--- src/rtl/uart_gonderim_fifo_if.sv ---
`default_nettype none
// ============================================================================
// Module   : uart_gonderim_fifo_if
// Purpose  : Handshake bundle between the bus-side write path, the FIFO
//            and the UART transmitter. Optional threshold signals exist
//            only when UART_GONDERIM_FIFO_ESIK_EN is defined.
// Revision : 1.0 - initial release
// ============================================================================
interface uart_gonderim_fifo_if #(
  parameter int DERINLIK      = 16,
  parameter int VERI_GENISLIK = 8
);
  localparam int AW = $clog2(DERINLIK);

  logic                     yaz_gecerli_i;
  logic [VERI_GENISLIK-1:0] yaz_veri_i;
  logic                     yaz_hazir_o;
  logic                     temizle_i;
  logic                     veri_gecerli_o;
  logic [VERI_GENISLIK-1:0] veri_o;
  logic                     tuket_i;
  logic [AW:0]              doluluk_o;
  logic                     tasma_o;
`ifdef UART_GONDERIM_FIFO_ESIK_EN
  logic [AW:0]              esik_i;
  logic                     kesme_o;
`endif

  // Producer/consumer side (bus writer, transmitter, testbench)
  modport master (
`ifdef UART_GONDERIM_FIFO_ESIK_EN
    output esik_i,
    input  kesme_o,
`endif
    output yaz_gecerli_i, yaz_veri_i, temizle_i, tuket_i,
    input  yaz_hazir_o, veri_gecerli_o, veri_o, doluluk_o, tasma_o
  );

  // FIFO side
  modport slave (
`ifdef UART_GONDERIM_FIFO_ESIK_EN
    input  esik_i,
    output kesme_o,
`endif
    input  yaz_gecerli_i, yaz_veri_i, temizle_i, tuket_i,
    output yaz_hazir_o, veri_gecerli_o, veri_o, doluluk_o, tasma_o
  );
endinterface
`default_nettype wire

--- src/rtl/uart_gonderim_fifo.sv ---
`default_nettype none
// ============================================================================
// Module   : uart_gonderim_fifo
// Purpose  : First-word-fall-through byte FIFO feeding the UART transmitter.
//            Sticky overflow flag, synchronous flush.
//            Define UART_GONDERIM_FIFO_ESIK_EN to add the low-watermark
//            threshold input esik_i and registered flag kesme_o.
// Revision : 1.0 - initial release
// ============================================================================
module uart_gonderim_fifo #(
  parameter int DERINLIK      = 16,
  parameter int VERI_GENISLIK = 8
) (
  input  wire logic             clk_i,
  input  wire logic             rst_i,
  uart_gonderim_fifo_if.slave   bus
);
  localparam int AW = $clog2(DERINLIK);
  localparam logic [AW:0] PTR_BIR = (AW+1)'(1);

  logic [VERI_GENISLIK-1:0] mem [DERINLIK];
  logic [AW:0] yaz_ptr;
  logic [AW:0] oku_ptr;
  logic [AW:0] yaz_ptr_next;
  logic [AW:0] oku_ptr_next;
  logic        tasma;
  logic        bos;
  logic        dolu;
  logic        yaz_kabul;
  logic        oku_kabul;

  assign bos       = (yaz_ptr == oku_ptr);
  assign dolu      = (yaz_ptr[AW-1:0] == oku_ptr[AW-1:0]) && (yaz_ptr[AW] != oku_ptr[AW]);
  assign yaz_kabul = bus.yaz_gecerli_i && !dolu;
  assign oku_kabul = bus.tuket_i && !bos;

  assign bus.yaz_hazir_o    = !dolu;
  assign bus.veri_gecerli_o = !bos;
  assign bus.veri_o         = bos ? '0 : mem[oku_ptr[AW-1:0]];
  assign bus.doluluk_o      = yaz_ptr - oku_ptr;
  assign bus.tasma_o        = tasma;

  // Next pointer values: flush zeroes both, otherwise accepted write/pop advance
  always_comb begin
    yaz_ptr_next = yaz_ptr;
    oku_ptr_next = oku_ptr;
    if (bus.temizle_i) begin
      yaz_ptr_next = '0;
      oku_ptr_next = '0;
    end else begin
      if (yaz_kabul) yaz_ptr_next = yaz_ptr + PTR_BIR;
      if (oku_kabul) oku_ptr_next = oku_ptr + PTR_BIR;
    end
  end

  // Pointer registers
  always_ff @(posedge clk_i) begin
    if (rst_i) begin
      yaz_ptr <= '0;
      oku_ptr <= '0;
    end else begin
      yaz_ptr <= yaz_ptr_next;
      oku_ptr <= oku_ptr_next;
    end
  end

  // Sticky overflow: a write into a full FIFO with no same-cycle pop to
  // relieve it; a full FIFO being drained in that cycle only rejects the byte
  always_ff @(posedge clk_i) begin
    if (rst_i || bus.temizle_i) tasma <= 1'b0;
    else if (bus.yaz_gecerli_i && dolu && !bus.tuket_i) tasma <= 1'b1;
  end

  // Storage write; contents are never reset, only the pointers are
  always_ff @(posedge clk_i) begin
    if (!rst_i && !bus.temizle_i && yaz_kabul) mem[yaz_ptr[AW-1:0]] <= bus.yaz_veri_i;
  end

`ifdef UART_GONDERIM_FIFO_ESIK_EN
  logic [AW:0] doluluk_next;
  logic        kesme;

  assign doluluk_next = yaz_ptr_next - oku_ptr_next;
  assign bus.kesme_o  = kesme;

  // Low-watermark flag tracks the occupancy that the pointers are about to hold
  always_ff @(posedge clk_i) begin
    if (rst_i) kesme <= 1'b0;
    else       kesme <= (doluluk_next <= bus.esik_i);
  end
`endif

endmodule
`default_nettype wire

--- src/flat_wrapper.sv ---
// flat-port wrapper written by rule: the top's interface ports become plain ports
module uart_gonderim_fifo_flat 
#(
  parameter int DERINLIK      = 16,
  parameter int VERI_GENISLIK = 8
)
  (clk_i, rst_i, bus_yaz_gecerli_i, bus_yaz_veri_i, bus_temizle_i, bus_tuket_i, bus_yaz_hazir_o, bus_veri_gecerli_o, bus_veri_o, bus_doluluk_o, bus_tasma_o);
  uart_gonderim_fifo_if #(.DERINLIK(DERINLIK), .VERI_GENISLIK(VERI_GENISLIK)) bus_i ();
  input  wire logic clk_i;
  input  wire logic rst_i;
  input wire logic [$bits(bus_i.yaz_gecerli_i)-1:0] bus_yaz_gecerli_i;
  input wire logic [$bits(bus_i.yaz_veri_i)-1:0] bus_yaz_veri_i;
  input wire logic [$bits(bus_i.temizle_i)-1:0] bus_temizle_i;
  input wire logic [$bits(bus_i.tuket_i)-1:0] bus_tuket_i;
  output wire logic [$bits(bus_i.yaz_hazir_o)-1:0] bus_yaz_hazir_o;
  output wire logic [$bits(bus_i.veri_gecerli_o)-1:0] bus_veri_gecerli_o;
  output wire logic [$bits(bus_i.veri_o)-1:0] bus_veri_o;
  output wire logic [$bits(bus_i.doluluk_o)-1:0] bus_doluluk_o;
  output wire logic [$bits(bus_i.tasma_o)-1:0] bus_tasma_o;
  assign bus_i.yaz_gecerli_i = bus_yaz_gecerli_i;
  assign bus_i.yaz_veri_i = bus_yaz_veri_i;
  assign bus_i.temizle_i = bus_temizle_i;
  assign bus_i.tuket_i = bus_tuket_i;
  assign bus_yaz_hazir_o = bus_i.yaz_hazir_o;
  assign bus_veri_gecerli_o = bus_i.veri_gecerli_o;
  assign bus_veri_o = bus_i.veri_o;
  assign bus_doluluk_o = bus_i.doluluk_o;
  assign bus_tasma_o = bus_i.tasma_o;
  uart_gonderim_fifo #(.DERINLIK(DERINLIK), .VERI_GENISLIK(VERI_GENISLIK)) u_core (.clk_i(clk_i), .rst_i(rst_i), .bus(bus_i));
endmodule
--- config.mk ---
export PLATFORM = sky130hd
export DESIGN_NAME = uart_gonderim_fifo_flat
export DESIGN_NICKNAME = d
export VERILOG_FILES = /design/src/rtl/uart_gonderim_fifo_if.sv /design/src/rtl/uart_gonderim_fifo.sv /design/src/flat_wrapper.sv
export SDC_FILE = /design/constraint.sdc
export NUM_CORES = 1
export LEC_CHECK = 0
export BUFFER_PORTS_ARGS = -buffer_cell sky130_fd_sc_hd__buf_4
export CORE_MARGIN = 8
export CORE_UTILIZATION = 55
export CTS_BUF_LIST = sky130_fd_sc_hd__clkbuf_16
export DETAILED_ROUTE_END_ITERATION = 6
export MAX_ROUTING_LAYER = met4
export PLACE_DENSITY = 0.81
export SLEW_MARGIN = 20
export SYNTH_ARGS = -nofsm -noshare
export SYNTH_HDL_FRONTEND = slang
export SYNTH_SLANG_ARGS = --single-unit
export TNS_END_PERCENT = 100
--- constraint.sdc ---
create_clock -name clk_i -period 3.82 [get_ports clk_i]
set_input_delay 0.382 -clock clk_i [delete_from_list [all_inputs] [get_ports clk_i]]
set_output_delay 0.382 -clock clk_i [all_outputs]
set_load 0.005 [all_outputs]
==> impl_results.md <==
* Share of cells above drive strength 1 at between 20% and 30%
* CTS Sinks at 143
* Post-Layout Cell Count at approximately 510
* Worst slew pin tran at 904 ps
* Hold WS at 281 ps
* Pwr dens at 487 mW/mm²
* Req. time, crit path at 3440 ps
* Synth cell types at 32
* Ys Warns at 0
* Drt wl/cell at 22.7 µm
* Critical path capture point type: primary output
* Post-Syn Instances at 320
* Part of the Yosys area used for sequential elements at a little over two thirds
* Fin. Hold Viols at 0
* Max Slew Vio Count at 0
* Antenna Cells at 0
* Nets at between 300 and 400
* Area share of and/or/nand/nor cells after synthesis at 3.72%
* Dpl cells at about 480
* Starting Density at 56.7%
* Post-Synthesis Cell Area at between 0.005 and 0.006 mm²
* Fin crit period at around 2900 ps
* Post-synthesis mux area share at roughly 16%
* WP data arrival at roughly 2500 ps
* Area fraction in compound gates after synthesis at between 3 and 4%
* Design Area, Final at 0.00676 mm²
* Router iterations before antenna repair at 5
* Worst hold path class: primary input to flip-flop
* Synth top area share at 65.4%
* CTS tree: built
* Grt ovf at 0
* Vias in the first global route at 3205
* Tcrit/Tclk final at 75.6%
* R2R depth at 5
* First-pass GRT wire length at about 18 mm
* Vias after detailed routing at 3041
* DP Area at approximately 0.0062 mm²
* Core area at 0.0104 mm²
* Post-Synth XOR/XNOR Area at 1.94%
* Die Ht at 119 µm
* Layout area overhead at 14.9%
* Skew final at around 9.8 ps
* Hold_sp: bus_yaz_veri_i[7]
* Post-synth top area cell: edfxtp_1
* Post-CTS Setup Inserts at 0
* Root buffer cell: clkbuf_16
* CP Launch Type: flip-flop
* Fmax achieved at 346 MHz
* Number of port buffers at 28
* Hold path cells at 1
* Post-CTS Resized at 0
* Crit-path max FO at 32
* Initial antenna violation count at 0
* Largest net degree at the start of global routing at 33
* Clock-pin slew on the worst setup and hold paths at approximately 60 ps
* Syn_area_per_cell at 18.4 µm²
* # H-tree levels at 4
* Syn nets at 343
* Clock buffer depth at 2
* 1st-iter DRT viols at 374
* CTS Hold Bufs at 0
* Status: finished, final reports clean
* Die ar. at 0.0143 mm²
* DRC violations left at 0
* Chip Width at 119 µm
* Ranking of synthesized cells by area: edfxtp_1 (65%), mux4_2 (7.3%), mux4_1 (5.8%)
* Ports at 29
* Final setup violation count at 0
* RSZ-0062 raised after global routing: no
* Max Cap Violations at 0
* P_leak at 2.22 nW
* Post-DP HPWL at approximately 7.2 mm
* Adder-Cell Fraction of Synth Area at 2.26%
* Vias per inst at roughly 6
* Total track usage at about 18%
* R2R Path Start: u_core.yaz_ptr[3]
* Setup_tns at 0 ps
* GPL Wtd Cong at roughly 0.9
* Clock latency at the later pin of the worst-skew pair at 420 ps
* Post-DRT Antenna Nets at 0
* Num CTS Buffers at 17
* Cell Rows at 37
* Largest family of logic cells by synthesized area: multiplexers
* Maximum VDD drop at 0.000413 V
* Total Wirelength at roughly 12 mm
* Critical path class: flip-flop to primary output
* Slew HR at 39.5%
* Post-synthesis register bit count at roughly 140
[synth_stat cells]
| master | instances |
|---|---|
| a21o_1 | 2 |
| mux2_2 | 8 |
| o21ai_1 | 5 |
| xnor2_1 | 9 |
| nor3_1 | 4 |
| and3_1 | 1 |
| inv_1 | 10 |
| mux4_1 | 13 |
| nand4_1 | 4 |
| ha_1 | 9 |
| mux2i_1 | 9 |
| clkbuf_1 | 6 |
| buf_2 | 6 |
| or2_2 | 1 |
| mux4_2 | 19 |
| nand2b_1 | 2 |
| nand2_2 | 1 |
| nor2_1 | 26 |
| nand2_1 | 3 |
| edfxtp_1 | 128 |
| buf_6 | 3 |
| o21ai_0 | 4 |
| o211ai_1 | 3 |
| a21oi_1 | 15 |
| fa_1 | 1 |
| nand3_1 | 5 |
| buf_12 | 1 |
| xor2_1 | 4 |
| and4_1 | 1 |
| dfxtp_1 | 15 |
| a41oi_1 | 1 |
| a21boi_2 | 1 |
[layout make-up]
cell class | count | area, µm²
fill | 683 | 3610
clock buffer | 17 | 425
timing repair buffer | 37 | 278
sequential | 143 | 4140
multi-input combinational | 151 | 1590
tap | 136 | 170
clock inverter | 15 | 111
inverter | 10 | 37.5
[state kept, by name, indices dropped and copies added, names as in the netlist, named ones only]
name                cells
u_core.mem            128
u_core.bus.tasma_o      1
u_core.oku_ptr          5
u_core.yaz_ptr          5
[through the flow]
stage,utilization [%],setup WS [ps],total power (W)
detailed placement,60.0,946,0.00184
global placement,60.0,1170,0.00183
finish,65.2,930,0.00329
floorplan,-,1270,0.00178
CTS,65.2,896,0.00330
global route,65.2,781,0.00338
[per-layer routing]
layer / wire length [µm] / global-route usage (%)
met2: 5630 / 26.3
met1: 4820 / 21.6
met5: 0 / -
met4: 262 / 8.43
met3: 834 / 5.34
[power breakdown]
| group | switching, W | total (W) | internal, W |
|---|---|---|---|
| Clock | 0.000652 | 0.00149 | 0.000835 |
| Combinational | 0.0000580 | 0.0000966 | 0.0000386 |
| Sequential | 0.00000259 | 0.00171 | 0.00171 |
[cell families after synthesis]
group / Yosys count
buffers and inverters: 26
muxes: 49
DFF: 143
xor gates and xnor gates: 13
and+or+nand+nor: 48
AOI/OAI and AO/OA: 31
adders and majority gates: 10
[worst max-delay path, cell delays in order, from the launching register on]
cell     delay [ps]
dfxtp_1         310
buf_4           430
mux4_1          620
mux2_2          280
o21ai_0         170
a21oi_1         100
buf_4           190
[cells in the final DEF, fill, tap and decap left out]
cell          n
xnor2_1       9
and3_1        1
edfxtp_1    128
a41oi_1       1
inv_6         4
fa_1          1
a21oi_1      15
nand2_1       3
a21boi_2      1
mux4_2       19
buf_4        37
o21ai_0       4
o211ai_1      3
nand4_1       4
dfxtp_1      15
ha_1          9
or2_2         1
nor3_1        4
inv_8         1
clkinv_4      2
nand2b_1      2
and4_1        1
clkinvlp_4    4
mux2i_1       9
nand3_1       5
xor2_1        4
nor2_1       26
inv_1        12
clkinv_2      2
o21ai_1       5
mux2_2        8
mux4_1       13
nand2_2       1
clkbuf_16    17
a21o_1        2
[path summary, 6_finish.rpt]
kind                        endpoint  slack (ps)
hold reg to reg   u_core.bus.tasma_o         490
setup reg to reg    u_core.mem[4][6]         990
setup / recovery       bus_veri_o[7]         930
hold / removal      u_core.mem[1][7]         280
Note: power is estimated with default switching activity, not from simulation.
